$ cat src/rtl/column_mult_sequencer.sv
// column_mult_sequencer
// Feeds two latched square matrices to a downstream column multiplier one
// column at a time and gathers the returned product columns into out_c.
// Pure data routing: no arithmetic happens here.
//
// Ports:
//   in_clk, in_reset        clock, asynchronous active-low reset
//   in_start, in_a, in_b    host request and operand matrices
//   in_ack                  host acknowledge of the result
//   out_busy, out_done      status; out_c is the gathered product matrix
//   cm_a, cm_b, cm_ready    column operands and request to the multiplier
//   cm_c, cm_done, cm_ack   column result, result-valid and acknowledge
//
// Matrix element (r,c) lives at bits [(r*size+c)*cell_width +: cell_width];
// column slot r on cm_* buses is element (r, current column).
//
// state | meaning
// ------+------------------------------------------------------------
// IDLE  | outputs low, waiting for in_start
// ISSUE | present column r_col with cm_ready, or finish when r_col == size
// WAIT  | operands held, waiting for cm_done
// ACK   | cm_ack held until cm_done is seen low
// DONE  | out_done high, result held until in_ack

module column_mult_sequencer #(
   parameter int size       = 4,
   parameter int cell_width = 32,
   parameter int col_width  = cell_width * size,
   parameter int mat_width  = cell_width * size * size
) (
   input  logic                 in_clk,
   input  logic                 in_reset,
   input  logic                 in_start,
   input  logic [mat_width-1:0] in_a,
   input  logic [mat_width-1:0] in_b,
   input  logic                 in_ack,
   output logic                 out_busy,
   output logic                 out_done,
   output logic [mat_width-1:0] out_c,
   output logic [col_width-1:0] cm_a,
   output logic [col_width-1:0] cm_b,
   output logic                 cm_ready,
   input  logic [col_width-1:0] cm_c,
   input  logic                 cm_done,
   output logic                 cm_ack
);

   localparam int col_bits = $clog2(size + 1);

   localparam logic [2:0] st_idle  = 3'd0;
   localparam logic [2:0] st_issue = 3'd1;
   localparam logic [2:0] st_wait  = 3'd2;
   localparam logic [2:0] st_ack   = 3'd3;
   localparam logic [2:0] st_done  = 3'd4;

   logic [2:0]           state;
   logic [mat_width-1:0] r_a;
   logic [mat_width-1:0] r_b;
   logic [col_bits-1:0]  r_col;
   logic                 last_col;
   logic [col_width-1:0] col_a;
   logic [col_width-1:0] col_b;
   logic [mat_width-1:0] c_merged;

   assign last_col = (r_col == col_bits'(size));

   // Column select from the latched matrices and scatter of the returned
   // column into the result. The index is clamped so the terminal count
   // value never produces an out-of-range slice.
   always_comb begin
      int col_i;
      col_a    = '0;
      col_b    = '0;
      c_merged = out_c;
      col_i    = last_col ? 0 : int'(r_col);
      for (int r = 0; r < size; r++) begin
         col_a[r*cell_width +: cell_width] = r_a[(r*size + col_i)*cell_width +: cell_width];
         col_b[r*cell_width +: cell_width] = r_b[(r*size + col_i)*cell_width +: cell_width];
         c_merged[(r*size + col_i)*cell_width +: cell_width] = cm_c[r*cell_width +: cell_width];
      end
   end

   always_ff @(posedge in_clk or negedge in_reset) begin
      if (!in_reset) begin
         state    <= st_idle;
         r_a      <= '0;
         r_b      <= '0;
         r_col    <= '0;
         out_busy <= 1'b0;
         out_done <= 1'b0;
         out_c    <= '0;
         cm_a     <= '0;
         cm_b     <= '0;
         cm_ready <= 1'b0;
         cm_ack   <= 1'b0;
      end else begin
         case (state)
            st_idle: begin
               out_busy <= 1'b0;
               out_done <= 1'b0;
               cm_a     <= '0;
               cm_b     <= '0;
               cm_ready <= 1'b0;
               cm_ack   <= 1'b0;
               r_col    <= '0;
               if (in_start) begin
                  r_a      <= in_a;
                  r_b      <= in_b;
                  out_c    <= '0;
                  out_busy <= 1'b1;
                  state    <= st_issue;
               end
            end
            st_issue: begin
               if (last_col) begin
                  out_done <= 1'b1;
                  state    <= st_done;
               end else begin
                  cm_a     <= col_a;
                  cm_b     <= col_b;
                  cm_ready <= 1'b1;
                  state    <= st_wait;
               end
            end
            st_wait: begin
               cm_ready <= 1'b0;
               if (cm_done) begin
                  out_c  <= c_merged;
                  cm_ack <= 1'b1;
                  state  <= st_ack;
               end
            end
            st_ack: begin
               // Leaving only once cm_done is low guarantees the multiplier
               // is idle before the next cm_ready.
               if (!cm_done) begin
                  cm_ack <= 1'b0;
                  r_col  <= r_col + 1'b1;
                  state  <= st_issue;
               end
            end
            st_done: begin
               if (in_ack) begin
                  out_done <= 1'b0;
                  out_busy <= 1'b0;
                  state    <= st_idle;
               end
            end
            default: state <= st_idle;
         endcase
      end
   end

endmodule

$ cat config.mk
export PLATFORM = sky130hd
export DESIGN_NAME = column_mult_sequencer
export DESIGN_NICKNAME = d
export VERILOG_FILES = /design/src/rtl/column_mult_sequencer.sv
export SDC_FILE = /design/constraint.sdc
export NUM_CORES = 2
export LEC_CHECK = 0
export ABC_AREA = 1
export BUFFER_PORTS_ARGS = -buffer_cell sky130_fd_sc_hd__buf_4
export CAP_MARGIN = 25
export CELL_PAD_IN_SITES_DETAIL_PLACEMENT = 0
export CELL_PAD_IN_SITES_GLOBAL_PLACEMENT = 1
export CORE_AREA = 2 2 759 761
export CTS_CLUSTER_SIZE = 8
export DETAILED_ROUTE_END_ITERATION = 12
export DIE_AREA = 0 0 761 763
export MAX_ROUTING_LAYER = met4
export PLACE_DENSITY = 0.37
export SYNTH_ARGS = -nofsm -noshare
export SYNTH_HDL_FRONTEND = slang
export SYNTH_SLANG_ARGS = --single-unit
$ cat constraint.sdc
create_clock -name in_clk -period 6 [get_ports in_clk]
set_clock_uncertainty 0.05 [all_clocks]
set_input_delay 1.2 -clock in_clk [delete_from_list [all_inputs] [get_ports in_clk]]
set_output_delay 1.2 -clock in_clk [all_outputs]
set_load 0.05 [all_outputs]
* Word level (Yosys, flattened, before mapping)
Cells that the tools add are included.
Word-level totals: output and inout bits 772, logic and storage cells 94, input port bits 1157, register bits after elaboration 1802
Cells by class: add/subtract/negate cells 8, multiplexer cells 30, shift-type cells 16, eq/ne operators 11, reduce and logical (&&, ||, !) cells 18
Operators by type and width (count):
- $shiftx 512x32->32 | 6
- $bwmux 512 | 4
- $shift 32x33->512 const A | 4
- $shiftx 32x33->512 | 4
- $mux 512 | 2
- $pmux 512 s2 | 1
- $shiftx 512x9->32 | 2
- $pmux 128 s2 | 2
- $mux 128 | 2
- $neg 10->33 | 2
- $neg 8->33 | 1
- $neg 9->33 | 1
- $mux 3 | 7
- $pmux 3 s5 | 1
- $ne 2x2->1 const B | 6
- $add 4x3->5 const A | 2
- $reduce_and 2->1 | 5
- $reduce_bool 2->1 | 5
- $reduce_and 3->1 | 3
- $eq 3x2->1 const B | 2
- $eq 3x3->1 const B | 2
- $mux 1 | 6
- $pmux 1 s3 | 2
- $pmux 3 s2 | 1
- 8 further kinds | 10

* Logic depth before layout (Yosys ltp)
word-level depth 10, gate-level depth with buffers 23

* Worst setup path before layout
OpenSTA, ideal clock, no wires.
path type flip-flop to flip-flop, start register r_col[0], end register out_c[307], stages on the path, launching flop included 21, path buffers 9, library setup time 76 ps, required time 5874 ps, arrival 4015 ps, slack 1858 ps, path through dfrtp_1 -> inv_2 -> buf_2 -> buf_2 -> buf_1 -> ha_1 -> buf_2 -> inv_2 -> clkbuf_1 -> clkbuf_1 -> buf_2 -> ha_1 -> buf_2 -> inv_2 -> nand2_1 -> nor2_2 -> nand2_1 -> inv_2 -> clkbuf_1 -> a21oi_1 -> o21ai_1
Between the ends: longest elaborated chain between the ends 10
RTL lines:
- start, declared | RTL line 59 | logic [col_bits-1:0] r_col;
- start signal, assigned | RTL line 138 | r_col <= r_col + 1'b1;
- $eq 3x3->1 | RTL line 65 | assign last_col = (r_col == col_bits'(size));
- $mux 3 * | RTL line 75 | col_i = last_col ? 0 : int'(r_col);
- $add 3x3->4 or $neg 8->33 (tied branches) | RTL line 79 | c_merged[(r*size + col_i)*cell_width +: cell_width] = cm_c[r*cell_width +: cell_width];
- $neg 9->33 (tied with other cells) | RTL line 79
- $shiftx 32x33->512 (tied with other cells) | RTL line 79
- $bwmux 512 (2 in series) | RTL line 79
- $bwmux 512 * | RTL line 79
- $mux 512 * | RTL line 127 | if (cm_done) begin
- $pmux 512 s2 * | RTL line 97 | case (state)
- end signal, assigned | RTL line 128 | out_c <= c_merged;
- end, declared | RTL line 39 | output logic [mat_width-1:0] out_c,
Mark *: on every way between the ends. The rest lies on a longest branch, timed or not. The select of a mux whose other input is x is not followed. A chain may end at the register's enable or synchronous reset.

* Worst setup path after layout
start register r_col[1], end register out_c[169]
Same word-level chain as after synthesis.

==> results by group <==
Detailed routing
  – Wire per inst: 34.7 um
  – DRC: 0
  – 1st-iter DRT viols: 8898
  – Total iterations of the first detailed-routing run: 6
  – Via count: 99993
  – Total Routed Length: 783000 um
  – Antenna Violating Nets Remaining: 0
  – Via density: ~4.4

Placement
  – Final Wtd Congestion: ~0.95
  – IO Port Bufs: 1928
  – Placed cells: 22078
  – DPL Wire Length: a little over 600000 um

Setup path
  – CP Launch Type: flip-flop
  – CP max FO: 39
  – WS Path Type: reg2reg
  – Worst setup EP type: flip-flop
  – Critical path arrival: 5.83 ns
  – Critical Path RT: 6.77 ns

Yosys
  – Synth Cell Area: around 94000 sq um
  – Count leader, synth: nand2_1
  – Cell taking the most area after synthesis: dfrtp_1
  – Register bit total from synthesis: 1802
  – Largest cells by area after synthesis: dfrtp_1 (48%), nand2_1 (22%), o21ai_0 (8.5%)
  – Post-synthesis compound-gate area fraction: 0.129
  – Async SR Flop Fraction: 1.00
  – Share of the synthesized area in the top cell type: 0.480
  – Synth cell types: 42
  – EDFF count, synth: 0
  – Yosys Warn Count: 0
  – Synthesized netlist net count: 14396
  – Multiplexer area fraction after synthesis: 0.000426
  – Simple-gate share of the synthesized area: 0.312
  – Synth Area in XOR/XNOR: 0
  – Cell count after synthesis: 13229
  – Synthesized-area fraction occupied by adder cells: 0.00133
  – Register area share after synthesis: 0.480
  – Synth top cells by count: nand2_1 (5471), dfrtp_1 (1802), o21ai_0 (1599)
  – Syn avg cell area: 7.11 sq um
  – Largest family of logic cells by synthesized area: simple AND/OR/NAND/NOR gates
  – Most used DFF post-synth: dfrtp_1

Final layout
  – Fraction of layout cells with a size suffix above 1: 0.179
  – Layout Utilization: 0.219
  – Fin cells: 22596
  – Final #Nets: 15970
  – Synth-to-Final Area Change: 33.6%

Die
  – Die width: 761 um
  – Initial Utilization: 0.164
  – Die area: 581000 sq um
  – Num ports: 1929
  – Core Region: ~570000 sq um
  – Row count: 278
  – Die Height: around 760 um

Timing
  – Unrepaired setup endpoints after global routing: false
  – Tcrit/Tclk final: 0.842
  – Peak Freq: 198 MHz
  – Final Max Tran Viols: 0
  – Setup violators final: 0
  – Least-Margin Pin Slew: 1.21 ns
  – TNS Setup: 0 ns
  – Fin. Hold Viols: 0
  – Min cycle time layout: roughly 5.1 ns
  – Rel. slew slack: 0.192

CTS
  – TritonCTS Buffers: 280
  – Post-CTS Setup Inserts: 0
  – Max H-tree Level: 5
  – CTS tree: done
  – Register clock-pin slew on the reported worst setup and hold paths: roughly 0.07 ns
  – Clock sinks: 1802
  – Later-pin clock latency in the skew report: 1.00 ns
  – Maximum buffer depth of the clock tree: 4
  – PostCTS Resize Cnt: 0
  – Root buf cell: clkbuf_16
  – Hold_buf cts: 0

Pwr
  – Switching Share: 0.517
  – Switch Pwr: roughly 35000 uW
  – Leak: 0.0612 uW
  – Worst IR Drop VDD: 0.376 mV
  – Sequential power share: 0.275
  – Clock Power Share: 0.230
  – Cell Pwr Density: 546 nW/um^2
  – Pint: 33100 uW
  – Combinational Power Share: 0.495

Global route
  – Overflow after GRT: 0
  – Number of global-route vias before repair: 101158
  – Initial antenna violation count: 273
  – Largest net degree at the start of global routing: 157
  – First-pass GRT wire length: between 1000000 and 1500000 um
  – Tot GR Track Use: 0.267

Run status
  – Outcome: completed

Hold path
  – HP Class: in2async

Job
  – Max-cap violations: 0
## cell families after synthesis
logic type	count (synthesis)
multiplexers	4
AO/OA/AOI/OAI	2236
AND/OR/NAND/NOR	7384
buffers and inverters	1793
flip-flops	1802
adder cells (fa/ha/maj)	10
## power by group through the flow
stage / logic [uW] / clock network [uW] / registers [uW]
floorplan: 14000 / 0 / 21700
global placement: 34300 / 0 / 19000
detailed placement: 34500 / 0 / 19000
CTS: 34500 / 16300 / 18900
global route: 36300 / 16600 / 19300
finish: 34000 / 15700 / 18900
## worst max-delay path, cell delays in order (launching register included)
cell and delay, ns:
dfrtp_1 0.66, inv_2 0.20, ha_4 0.25, nor2_4 0.15
buf_4 0.48, nand2_4 0.56, nor2_2 0.71, nand2_1 0.14
buf_4 0.35, inv_1 0.82, o21ai_0 0.21, nand3_1 0.15
nand2_1 0.07
## routing by layer
layer,up-vias,track usage,part of all wire
met4,0,0.109,0.049
met2,3803,0.460,0.50
li1,45444,-,-
met5,-,-,0
met3,1138,0.0575,0.065
met1,49608,0.302,0.39
## cell type report
type,instances,area (sq um)
fill,64885,447000
clock buffer,347,7400
inverter,858,3260
tap,7560,9460
antenna,129,323
multi-input combinational,9634,41800
clock inverter,39,737
timing repair buffer,2227,17400
sequential,1802,45100
## cell usage in the layout (no fill, tap or decap), drive strengths merged
master / n
bufinv: 6
a31oi: 11
nand4: 153
o21ai: 1694
o31ai: 1
nor3: 81
o221ai: 12
nand3: 696
inv: 868
a21boi: 1
dfrtp: 1802
a211oi: 22
nand2: 5488
a22oi: 12
o211ai: 266
diode: 129
a21oi: 144
or2: 9
a2bb2oi: 3
buf: 2226
a22o: 7
clkinv: 23
o22ai: 34
nor2: 957
clkbuf: 348
mux2i: 4
o21a: 16
o21bai: 13
ha: 10
## metrics by stage
stage	hold slack [ns]	total power [uW]	worst slack [ns]	cell area, sq um
detailed placement	0.403	53500	1.06	117000
floorplan	0.387	35700	1.86	94000
CTS	0.0346	69700	1.05	125000
global placement	0.400	53300	1.14	117000
finish	0.0554	68600	0.947	126000
global route	0.0553	72300	0.696	125000
## worst paths after layout
kind / cells past startpoint / startpoint / slack, ns / to
max reg2reg: 12 / r_col[1] / 0.95 / out_c[169]
max: 12 / r_col[1] / 0.95 / out_c[169]
min: 1 / in_reset / 0.06 / out_c[57]
min reg2reg: 2 / r_b[450] / 0.41 / r_b[450]
max in group asynchronous: 2 / in_reset / 4.01 / r_a[398]
min in group in_clk: 3 / in_b[196] / 0.35 / r_b[196]
## sequential cells by signal (all words and copies together), names as in the netlist
signal / cells
cm_a: 128
cm_ack: 1
cm_b: 128
cm_ready: 1
out_busy: 1
out_c: 512
out_done: 1
r_a: 512
r_b: 512
r_col: 3
state: 3
(Power assumes the default switching activity.)
